**config.mk**
```make
export PLATFORM = sky130hd
export DESIGN_NAME = mac_stream_tx_flat
export DESIGN_NICKNAME = d
export VERILOG_FILES = /design/src/rtl/mac_stream_tx_if.sv /design/src/rtl/mac_stream_tx.sv /design/src/flat_wrapper.sv
export SDC_FILE = /design/constraint.sdc
export NUM_CORES = 1
export LEC_CHECK = 0
export BUFFER_PORTS_ARGS = -buffer_cell sky130_fd_sc_hd__buf_4
export CAP_MARGIN = 5
export CORE_ASPECT_RATIO = 0.9
export CORE_MARGIN = 1.5
export CORE_UTILIZATION = 50
export CTS_BUF_LIST = sky130_fd_sc_hd__clkbuf_8
export DETAILED_ROUTE_END_ITERATION = 16
export HOLD_SLACK_MARGIN = 0.08
export PLACE_DENSITY = 0.67
export SETUP_SLACK_MARGIN = 0.5
export SYNTH_ARGS = -nofsm -noshare
export SYNTH_HDL_FRONTEND = slang
export SYNTH_SLANG_ARGS = --single-unit
```
**constraint.sdc**
```tcl
create_clock -name clk_i -period 9.67 [get_ports clk_i]
set_input_delay 1.934 -clock clk_i [delete_from_list [all_inputs] [get_ports clk_i]]
set_output_delay 1.934 -clock clk_i [all_outputs]
set_load 0.005 [all_outputs]
```
**src/rtl/mac_stream_tx_if.sv**
```systemverilog
// Sample-in / MAC-out stream bundle for mac_stream_tx.
// master: the transmitter; slave: upstream source plus MAC FIFOs.
interface mac_stream_tx_if #(
    parameter int DATA_WIDTH = 32
) ();
    logic                  samp_valid_i;
    logic [DATA_WIDTH-1:0] samp_data_i;
    logic                  samp_ready_o;
    logic                  full_mul_i;
    logic [DATA_WIDTH-1:0] signal_fifo;
    logic                  signal_wr_o;
    logic [DATA_WIDTH-1:0] coeff_fifo;
    logic                  coeff_wr_o;

    modport master (
        input  samp_valid_i,
        input  samp_data_i,
        input  full_mul_i,
        output samp_ready_o,
        output signal_fifo,
        output signal_wr_o,
        output coeff_fifo,
        output coeff_wr_o
    );

    modport slave (
        output samp_valid_i,
        output samp_data_i,
        output full_mul_i,
        input  samp_ready_o,
        input  signal_fifo,
        input  signal_wr_o,
        input  coeff_fifo,
        input  coeff_wr_o
    );
endinterface

```
**src/rtl/mac_stream_tx.sv**
```systemverilog
// Streams FP32 samples then stored coefficients (highest first) to a MAC,
// each stream closed by a NaN sentinel; backpressured by full_mul_i.
// Ports: clk_i/rst_i (sync, active-high), cw_* coefficient store write,
// start_i/n_terms_i/n_samp_i job setup, busy_o/done_o status,
// stream: sample handshake in, signal/coeff words out (master modport).
module mac_stream_tx #(
    parameter int                    DATA_WIDTH = 32,
    parameter int                    ADDR_LINES = 5,
    parameter logic [DATA_WIDTH-1:0] SENTINEL   = 32'h7F90_0000
) (
    input  logic                  clk_i,
    input  logic                  rst_i,
    input  logic                  cw_en_i,
    input  logic [ADDR_LINES-1:0] cw_addr_i,
    input  logic [DATA_WIDTH-1:0] cw_data_i,
    input  logic                  start_i,
    input  logic [ADDR_LINES-1:0] n_terms_i,
    input  logic [ADDR_LINES:0]   n_samp_i,
    output logic                  busy_o,
    output logic                  done_o,
    mac_stream_tx_if.master       stream
);
    typedef enum logic [2:0] {
        IDLE,
        SIG,
        SIG_END,
        COEF,
        COEF_END,
        DONE
    } state_t;

    localparam int DEPTH = 2 ** ADDR_LINES;

    state_t                state_q, state_d;
    logic [ADDR_LINES:0]   cnt_q, cnt_d;
    logic [ADDR_LINES:0]   nsamp_q, nsamp_d;
    logic [ADDR_LINES-1:0] idx_q, idx_d;
    logic [DATA_WIDTH-1:0] sig_data_q, sig_data_d;
    logic                  sig_wr_q, sig_wr_d;
    logic [DATA_WIDTH-1:0] coef_data_q, coef_data_d;
    logic                  coef_wr_q, coef_wr_d;

    logic [DATA_WIDTH-1:0] store_q [DEPTH];

    logic                  samp_ready;
    logic                  accept;
    logic [ADDR_LINES:0]   cnt_inc;

    assign samp_ready = (state_q == SIG) && !stream.full_mul_i;
    assign accept     = samp_ready && stream.samp_valid_i;
    assign cnt_inc    = cnt_q + 1'b1;

    // Store is not reset; writes only land while idle.
    always_ff @(posedge clk_i) begin
        if (cw_en_i && state_q == IDLE) begin
            store_q[cw_addr_i] <= cw_data_i;
        end
    end

    always_comb begin
        state_d     = state_q;
        cnt_d       = cnt_q;
        nsamp_d     = nsamp_q;
        idx_d       = idx_q;
        sig_data_d  = sig_data_q;
        sig_wr_d    = 1'b0;
        coef_data_d = coef_data_q;
        coef_wr_d   = 1'b0;
        unique case (state_q)
            IDLE: begin
                if (start_i) begin
                    nsamp_d = n_samp_i;
                    idx_d   = n_terms_i;
                    cnt_d   = '0;
                    state_d = (n_samp_i == '0) ? SIG_END : SIG;
                end
            end
            SIG: begin
                if (accept) begin
                    sig_data_d = stream.samp_data_i;
                    sig_wr_d   = 1'b1;
                    cnt_d      = cnt_inc;
                    if (cnt_inc == nsamp_q) begin
                        state_d = SIG_END;
                    end
                end
            end
            SIG_END: begin
                if (!stream.full_mul_i) begin
                    sig_data_d = SENTINEL;
                    sig_wr_d   = 1'b1;
                    state_d    = COEF;
                end
            end
            COEF: begin
                if (!stream.full_mul_i) begin
                    coef_data_d = store_q[idx_q];
                    coef_wr_d   = 1'b1;
                    // Stop at index 0 instead of wrapping.
                    if (idx_q == '0) begin
                        state_d = COEF_END;
                    end else begin
                        idx_d = idx_q - 1'b1;
                    end
                end
            end
            COEF_END: begin
                if (!stream.full_mul_i) begin
                    coef_data_d = SENTINEL;
                    coef_wr_d   = 1'b1;
                    state_d     = DONE;
                end
            end
            DONE: begin
                state_d = IDLE;
            end
            default: begin
                state_d = IDLE;
            end
        endcase
    end

    always_ff @(posedge clk_i) begin
        if (rst_i) begin
            state_q     <= IDLE;
            cnt_q       <= '0;
            nsamp_q     <= '0;
            idx_q       <= '0;
            sig_data_q  <= '0;
            sig_wr_q    <= 1'b0;
            coef_data_q <= '0;
            coef_wr_q   <= 1'b0;
        end else begin
            state_q     <= state_d;
            cnt_q       <= cnt_d;
            nsamp_q     <= nsamp_d;
            idx_q       <= idx_d;
            sig_data_q  <= sig_data_d;
            sig_wr_q    <= sig_wr_d;
            coef_data_q <= coef_data_d;
            coef_wr_q   <= coef_wr_d;
        end
    end

    assign stream.samp_ready_o = samp_ready;
    assign stream.signal_fifo  = sig_data_q;
    assign stream.signal_wr_o  = sig_wr_q;
    assign stream.coeff_fifo   = coef_data_q;
    assign stream.coeff_wr_o   = coef_wr_q;

    assign busy_o = (state_q != IDLE) && (state_q != DONE);
    assign done_o = (state_q == DONE);
endmodule

```
**src/flat_wrapper.sv**
```systemverilog
// flat-port wrapper written by rule: the top's interface ports become plain ports
module mac_stream_tx_flat 
#(
    parameter int                    DATA_WIDTH = 32,
    parameter int                    ADDR_LINES = 5,
    parameter logic [DATA_WIDTH-1:0] SENTINEL   = 32'h7F90_0000
)
  (clk_i, rst_i, cw_en_i, cw_addr_i, cw_data_i, start_i, n_terms_i, n_samp_i, busy_o, done_o, stream_samp_valid_i, stream_samp_data_i, stream_full_mul_i, stream_samp_ready_o, stream_signal_fifo, stream_signal_wr_o, stream_coeff_fifo, stream_coeff_wr_o);
  mac_stream_tx_if #(.DATA_WIDTH(DATA_WIDTH)) stream_i ();
  input  logic clk_i;
  input  logic rst_i;
  input  logic cw_en_i;
  input  logic [ADDR_LINES-1:0] cw_addr_i;
  input  logic [DATA_WIDTH-1:0] cw_data_i;
  input  logic start_i;
  input  logic [ADDR_LINES-1:0] n_terms_i;
  input  logic [ADDR_LINES:0] n_samp_i;
  output logic busy_o;
  output logic done_o;
  input wire logic [$bits(stream_i.samp_valid_i)-1:0] stream_samp_valid_i;
  input wire logic [$bits(stream_i.samp_data_i)-1:0] stream_samp_data_i;
  input wire logic [$bits(stream_i.full_mul_i)-1:0] stream_full_mul_i;
  output wire logic [$bits(stream_i.samp_ready_o)-1:0] stream_samp_ready_o;
  output wire logic [$bits(stream_i.signal_fifo)-1:0] stream_signal_fifo;
  output wire logic [$bits(stream_i.signal_wr_o)-1:0] stream_signal_wr_o;
  output wire logic [$bits(stream_i.coeff_fifo)-1:0] stream_coeff_fifo;
  output wire logic [$bits(stream_i.coeff_wr_o)-1:0] stream_coeff_wr_o;
  assign stream_i.samp_valid_i = stream_samp_valid_i;
  assign stream_i.samp_data_i = stream_samp_data_i;
  assign stream_i.full_mul_i = stream_full_mul_i;
  assign stream_samp_ready_o = stream_i.samp_ready_o;
  assign stream_signal_fifo = stream_i.signal_fifo;
  assign stream_signal_wr_o = stream_i.signal_wr_o;
  assign stream_coeff_fifo = stream_i.coeff_fifo;
  assign stream_coeff_wr_o = stream_i.coeff_wr_o;
  mac_stream_tx #(.DATA_WIDTH(DATA_WIDTH), .ADDR_LINES(ADDR_LINES), .SENTINEL(SENTINEL)) u_core (.clk_i(clk_i), .rst_i(rst_i), .cw_en_i(cw_en_i), .cw_addr_i(cw_addr_i), .cw_data_i(cw_data_i), .start_i(start_i), .n_terms_i(n_terms_i), .n_samp_i(n_samp_i), .busy_o(busy_o), .done_o(done_o), .stream(stream_i));
endmodule
```
==> results.py, run 1 <==
metrics = {
    "run_status": {
        "status": "finished, final reports clean",
    },
    "synth": {
        "yosysTopAreaCell": "edfxtp_1",
        "synth_area_per_cell_um2": 19.9,
        "netlist_top_cells_area": "edfxtp_1, mux4_2, mux2i_1, dfxtp_1, a22oi_1",
        "synth_edf_count": 1024,
        "async_flop_share_pct": 0,
        "synthesis.area_um2": 42800,
        "synth_top_flop_cell": "edfxtp_1",
        "yosys_warnings": 0,
        "yosysSeqAreaShare_pct": 76.1,
        "synth_cell_types": 55,
        "synth_cells": 2149,
        "syn_nets": 2238,
        "synth_top_area_share_pct": 71.8,
        "ys_seq_elements": 1115,
    },
    "worst_setup_path": {
        "worst_ep_required_time_ns": 7.74,
        "cp_num_cells": 3,
        "reg2regPathDepth": 7,
        "critPathMostFrequentCell": "buf_4",
        "critical_path_buf_inv_count": 2,
        "crit_fanout": 12,
        "end_kind": "output port",
        "cp-start-kind": "input pin",
        "cpPeakStageDelay_ns": 0.33,
        "crit_type": "in2out",
        "cp_top_family": "buffers and inverters",
        "crit_path_top_delay_cell": "nor4b_4",
        "crit_chain": "buf_4, nor4b_4, buf_4",
        "arrival_ns": 2.60,
    },
    "floorplan": {
        "die_h_um": 281,
        "die_area_um2": 87400,
        "rows": 101,
        "die_w_um": 311,
        "pin_count": 155,
        "initial_core_util_pct": 50.6,
        "core-area_um2": 84500,
    },
    "route": {
        "vias": 22300,
        "drt_wl_total_um": 105000,
        "viasPerCell": 6.07,
        "first_pass_iters": 5,
        "drcViolationCount": 0,
        "wl_per_cell_um": 28.5,
        "drt_iter0_drc": 2221,
        "postRouteAntennaNets": 0,
    },
    "global_routing": {
        "grt_max_degree": 104,
        "grt_usage_pct": 24.0,
        "grt-ovfl-total": 0,
        "antenna_found_initial": 1,
        "grt_pass1_vias": 22400,
        "grt_pass1_wl_um": 151000,
    },
    "sta": {
        "layout_worst_path_cycle_share_pct": 46.9,
        "fmax_ghz": 0.220,
        "slew_violations": 0,
        "skew_ns": 0.0481,
        "relSlewSlack_pct": 15.1,
        "setup_violations": 0,
        "hold_violations": 0,
        "setup_ws_ns": 5.13,
        "rsz0062_at_grt": "false",
        "fin_crit_ns": 4.54,
        "fin_setup_tns_ns": 0,
        "worstMarginPinSlew_ns": 1.27,
    },
    "cells_and_area": {
        "final_design_area_no_fill_um2": 48700,
        "multi_input_area_um2": 9820,
        "finalNetCount": 2486,
        "fill_cells": 6156,
        "layout-drive-gt1-share_pct": 26.5,
        "areaGrowthSynthToFinish_pct": 13.6,
        "regArea_um2": 32600,
    },
    "clock_tree": {
        "hold_buffers": 0,
        "cts_buffers": 171,
        "clk_latency_ns": 0.85,
        "cts_sinks": 1115,
        "clockBufferDepth": 3,
        "postCtsSetupBuffers": 0,
        "cts_tree": "yes",
        "htree_levels": 4,
        "cts_resized": 0,
        "clockRootBuffer": "clkbuf_8",
        "clkTransAtPathRegs_ns": 0.06,
    },
    "placement": {
        "hpwl_um": 59700,
        "gp_congestion": 0.798,
        "dp_slack_ns": 5.13,
        "port_buffers": 154,
        "post_dp_cell_area_um2": 45400,
    },
    "power_and_ir_drop": {
        "peakVddDrop_v": 0.000158,
        "powerDensity_nw_per_um2": 207,
        "p_leak_nw": 15.8,
    },
    "worst_hold_path": {
        "holdPathStages": 1,
        "hp-class": "reg2reg",
    },
    "job": {
        "maxCapViolations": 0,
    },
}
==> logic make-up (layout without fill, tap and decap cells) <==
group | after synthesis | after routing | synth area share [%]
flip-flops | 1115 | 1115 | 76.1
multiplexers | 398 | 398 | 14.9
AO/OA/AOI/OAI | 257 | 257 | 4.42
AND/OR/NAND/NOR | 235 | 235 | 2.72
buffers and inverters | 132 | 519 | 1.60
XOR/XNOR | 9 | 9 | 0.184
adder cells (fa/ha/maj) | 3 | 3 | 0.0877
other | 0 | 1 | 0
==> flip-flops by register name, indices dropped and copies added (netlist names), named ones only <==
name                       cells
u_core.store_q              1024
u_core.state_q                 3
u_core.nsamp_q                 6
u_core.stream.coeff_fifo      32
u_core.stream.signal_fifo     32
u_core.stream.signal_wr_o      1
u_core.stream.coeff_wr_o       1
u_core.cnt_q                   6
u_core.idx_q                   5
==> per-layer routing <==
metal  up-vias  share of wire [%]  GRT usage, %  wire length, µm
li1       9392                  -             -                -
met1     11700                 41          32.7            42500
met2      1046                 48          38.3            50800
met3       173                8.3          5.80             8660
met4         0                2.6          7.89             2770
met5         -                  0             0                0
==> stage by stage <==
stage               utilization (%)  std cells  hold WS, ns  power [mW]
floorplan                         -       2149        0.448        6.08
global placement               53.7       3357        0.443        6.41
detailed placement             53.7       3357        0.443        6.43
CTS                            57.5       3669        0.457        10.1
global route                   57.5       3670        0.490        10.4
finish                         57.5       3670        0.457        10.1
==> final timing paths <==
check | slack, ns | startpoint | end
min | 0.46 | u_core.stream.coeff_fifo[19]$_SDFFE_PP0P_ | u_core.stream.coeff_fifo[19]$_SDFFE_PP0P_
max | 5.13 | stream_full_mul_i | stream_samp_ready_o
max reg2reg | 5.87 | register | u_core.stream.coeff_fifo[31]$_SDFFE_PP0P_
min reg2reg | 0.46 | u_core.stream.coeff_fifo[19]$_SDFFE_PP0P_ | u_core.stream.coeff_fifo[19]$_SDFFE_PP0P_
==> cell usage after synthesis, types with 6 or more instances <==
cell,instances
nor4_1,12
a21oi_1,46
mux4_1,6
a211oi_1,31
nand2_1,32
o21bai_1,9
nor2_1,104
a22oi_1,71
a2111oi_0,12
o221ai_1,22
dfxtp_1,91
mux2i_1,186
mux4_2,182
buf_4,17
a21o_1,12
buf_2,45
a221o_1,11
or3_1,8
a22o_1,11
clkbuf_1,51
mux2_2,24
buf_6,9
a221oi_1,11
o21ai_0,9
nand3_1,6
nor2b_1,26
nor3_1,16
edfxtp_1,1024
==> where the power goes <==
group / switching (mW) / total (mW) / internal, mW / leakage, nW
Clock: 1.83 / 3.74 / 1.91 / 1.94
Sequential: 0.0602 / 5.38 / 5.32 / 9.96
Combinational: 0.552 / 0.946 / 0.394 / 3.85
==> cell type report <==
type	count	area share (%)
Clock buffer	182	5.15
Multi-Input combinational cell	902	20.2
Antenna cell	1	0.00514
Timing Repair Buffer	202	3.14
Inverter	5	0.0386
Clock inverter	130	1.59
Sequential cell	1115	67.0
Tap cell	1133	2.91
==> layout by cell type, fill, tap and decap left out, types with 31 or more instances in the layout <==
| cell | count |
|---|---|
| a211oi_1 | 31 |
| a21oi_1 | 46 |
| a22oi_1 | 71 |
| buf_4 | 201 |
| clkbuf_8 | 182 |
| dfxtp_1 | 87 |
| edfxtp_1 | 1024 |
| inv_1 | 80 |
| mux2i_1 | 186 |
| mux4_2 | 182 |
| nand2_1 | 32 |
| nor2_1 | 70 |
| nor2_4 | 32 |
Power figures use the tool's default switching activity.
==> inputs of run 2 (changes only) <==
--- a/config.mk
+++ b/config.mk
@@ -13,7 +13,7 @@
 export CTS_BUF_LIST = sky130_fd_sc_hd__clkbuf_8
 export DETAILED_ROUTE_END_ITERATION = 16
 export HOLD_SLACK_MARGIN = 0.08
-export PLACE_DENSITY = 0.67
+export PLACE_DENSITY = 0.69
 export SETUP_SLACK_MARGIN = 0.5
 export SYNTH_ARGS = -nofsm -noshare
 export SYNTH_HDL_FRONTEND = slang
==> constraint.sdc (replaced) <==
create_clock -name clk_i -period 3.7 [get_ports clk_i]
set_input_delay 0.74 -clock clk_i [delete_from_list [all_inputs] [get_ports clk_i]]
set_output_delay 0.74 -clock clk_i [all_outputs]
set_load 0.005 [all_outputs]
==> results.py, run 2 (same netlist as run 1, synthesis figures left out) <==
metrics = {
    "run_status": {
        "status": "finished, final reports clean",
    },
    "power_and_ir_drop": {
        "p_sw_share_pct": 24.1,
        "intPower_mw": 19.9,
        "peakVddDrop_v": 0.000282,
        "switchingPower_mw": 6.31,
        "power_mw": 26.2,
        "p_seq_share_pct": 53.6,
        "combPwrFrac_pct": 9.7,
        "powerDensity_nw_per_um2": 531,
        "p_leak_nw": 16.0,
        "p_clk_share_pct": 36.8,
    },
    "worst_setup_path": {
        "crit_path_top_delay_cell": "nor2_4",
        "critPathMostFrequentCell": "nand2_1",
        "worst_ep_required_time_ns": 4.18,
        "crit_fanout": 24,
        "arrival_ns": 3.36,
        "cpPeakStageDelay_ns": 0.51,
        "crit_chain": "nor3_1, nand2_1, nor2_1, nand2_1, nor2_4, buf_12",
        "r2r_slack_ns": 0.82,
        "cp_top_family": "simple AND/OR/NAND/NOR gates",
        "crit_type": "reg2reg",
        "critical_path_buf_inv_count": 1,
        "end_kind": "register",
        "cp-start-kind": "register",
    },
    "sta": {
        "slew_violations": 0,
        "setup_ws_ns": 0.818,
        "hold_violations": 0,
        "skew_ns": 0.0399,
        "layout_worst_path_cycle_share_pct": 77.9,
        "rsz0062_at_grt": "false",
        "worstMarginPinSlew_ns": 1.10,
        "fin_crit_ns": 2.88,
        "setup_violations": 0,
        "fmax_ghz": 0.347,
        "relSlewSlack_pct": 26.3,
        "fin_setup_tns_ns": 0,
    },
    "cells_and_area": {
        "final_common_cell": "edfxtp_1",
        "fin_util_pct": 58.4,
        "finalNetCount": 2534,
        "top_register": "u_core.store_q",
        "layout-drive-gt1-share_pct": 28.1,
        "layout_common_cells": "edfxtp_1, buf_4, clkbuf_8",
        "largest_reg_flops": 1024,
        "areaGrowthSynthToFinish_pct": 15.3,
    },
    "global_routing": {
        "grt_pass1_wl_um": 152000,
        "grt_pass1_vias": 22700,
        "grt_max_degree": 72,
        "grt_usage_pct": 24.1,
        "grt-ovfl-total": 0,
        "antenna_found_initial": 1,
    },
    "clock_tree": {
        "hold_buffers": 0,
        "cts_resized": 0,
        "clkTransAtPathRegs_ns": 0.06,
        "cts_tree": "yes",
        "cts_sinks": 1115,
        "cts_buffers": 170,
        "htree_levels": 4,
        "clockBufferDepth": 3,
        "clk_latency_ns": 0.83,
        "clockRootBuffer": "clkbuf_8",
        "postCtsSetupBuffers": 0,
    },
    "route": {
        "drt_iter0_drc": 2688,
        "drt_wl_total_um": 105000,
        "first_pass_iters": 6,
        "viasPerCell": 6.06,
        "drcViolationCount": 0,
        "wl_per_cell_um": 28.3,
        "postRouteAntennaNets": 0,
        "vias": 22500,
    },
    "floorplan": {
        "die_h_um": 281,
        "rows": 101,
        "die_area_um2": 87400,
        "core-area_um2": 84500,
        "pin_count": 155,
        "die_w_um": 311,
        "initial_core_util_pct": 50.6,
    },
    "placement": {
        "port_buffers": 154,
        "dp_slack_ns": 0.652,
        "hpwl_um": 59400,
        "gp_congestion": 0.793,
    },
    "job": {
        "maxCapViolations": 0,
    },
    "worst_hold_path": {
        "hp-class": "in2reg",
    },
}
run 2: cell count changes in the layout (fill, tap and decap cells not counted), moves of 3 or more:
cell | previous run | this run
clkbuf_8 | 182 | 189
inv_1 | 80 | 69
bufinv_16 | 6 | 3
clkinv_8 | 4 | 1
buf_12 | 1 | 31
buf_4 | 201 | 219
clkinvlp_4 | 3 | 8
clkinv_1 | 22 | 28
run 2: power groups by stage:
stage	clock network, mW	registers (mW)	logic [mW]
floorplan	0	14.2	1.68
global placement	0	14.3	2.47
detailed placement	0	14.3	2.52
CTS	9.82	14.1	2.52
global route	10.4	14.1	2.71
finish	9.65	14.1	2.54
run 2: final timing paths:
check,endpoint,from,cells past startpoint
setup / recovery,u_core.store_q[3][9]$_DFFE_PP_,u_core.state_q[2]$_SDFFE_PP0P_,6
setup reg to reg,u_core.store_q[3][9]$_DFFE_PP_,u_core.state_q[2]$_SDFFE_PP0P_,6
hold reg to reg,u_core.nsamp_q[4]$_SDFFE_PP0P_,u_core.nsamp_q[4]$_SDFFE_PP0P_,2
hold / removal,u_core.stream.signal_fifo[21]$_SDFFE_PP0P_,stream_samp_data_i[21],3
run 2: area by class of cell:
cell class              count  area (µm²)
diodes                      1        2.50
well taps                1133        1420
multi-input cells         902        9820
clock buffers             189        2600
flip-flops and latches   1115       32600
repair buffers            251        2290
inverters                   5        18.8
fillers                  6025       35200
clock inverters           125         646
run 2: worst reg2reg max path, cell delays in order (launching register included):
cell     delay (ns)
dfxtp_1        0.50
nor3_1         0.46
nand2_1        0.10
nor2_1         0.29
nand2_1        0.33
nor2_4         0.51
buf_12         0.30
run 2: metrics by stage:
step / cell area, µm² / hold slack (ns) / instances
finish: 49400 / 0.172 / 3721
detailed placement: 46000 / 0.466 / 3388
global placement: 46000 / 0.464 / 3388
floorplan: 42800 / 0.448 / 2149
CTS: 49200 / 0.119 / 3702
global route: 49400 / 0.150 / 3721
run 2: metal layers:
metal / track usage, % / vias up / part of all wire (%)
met4: 8.53 / 0 / 2.7
met2: 38.8 / 1005 / 49
met1: 33.1 / 11900 / 40
li1: - / 9493 / -
met3: 4.86 / 186 / 8.1
met5: 0 / - / 0
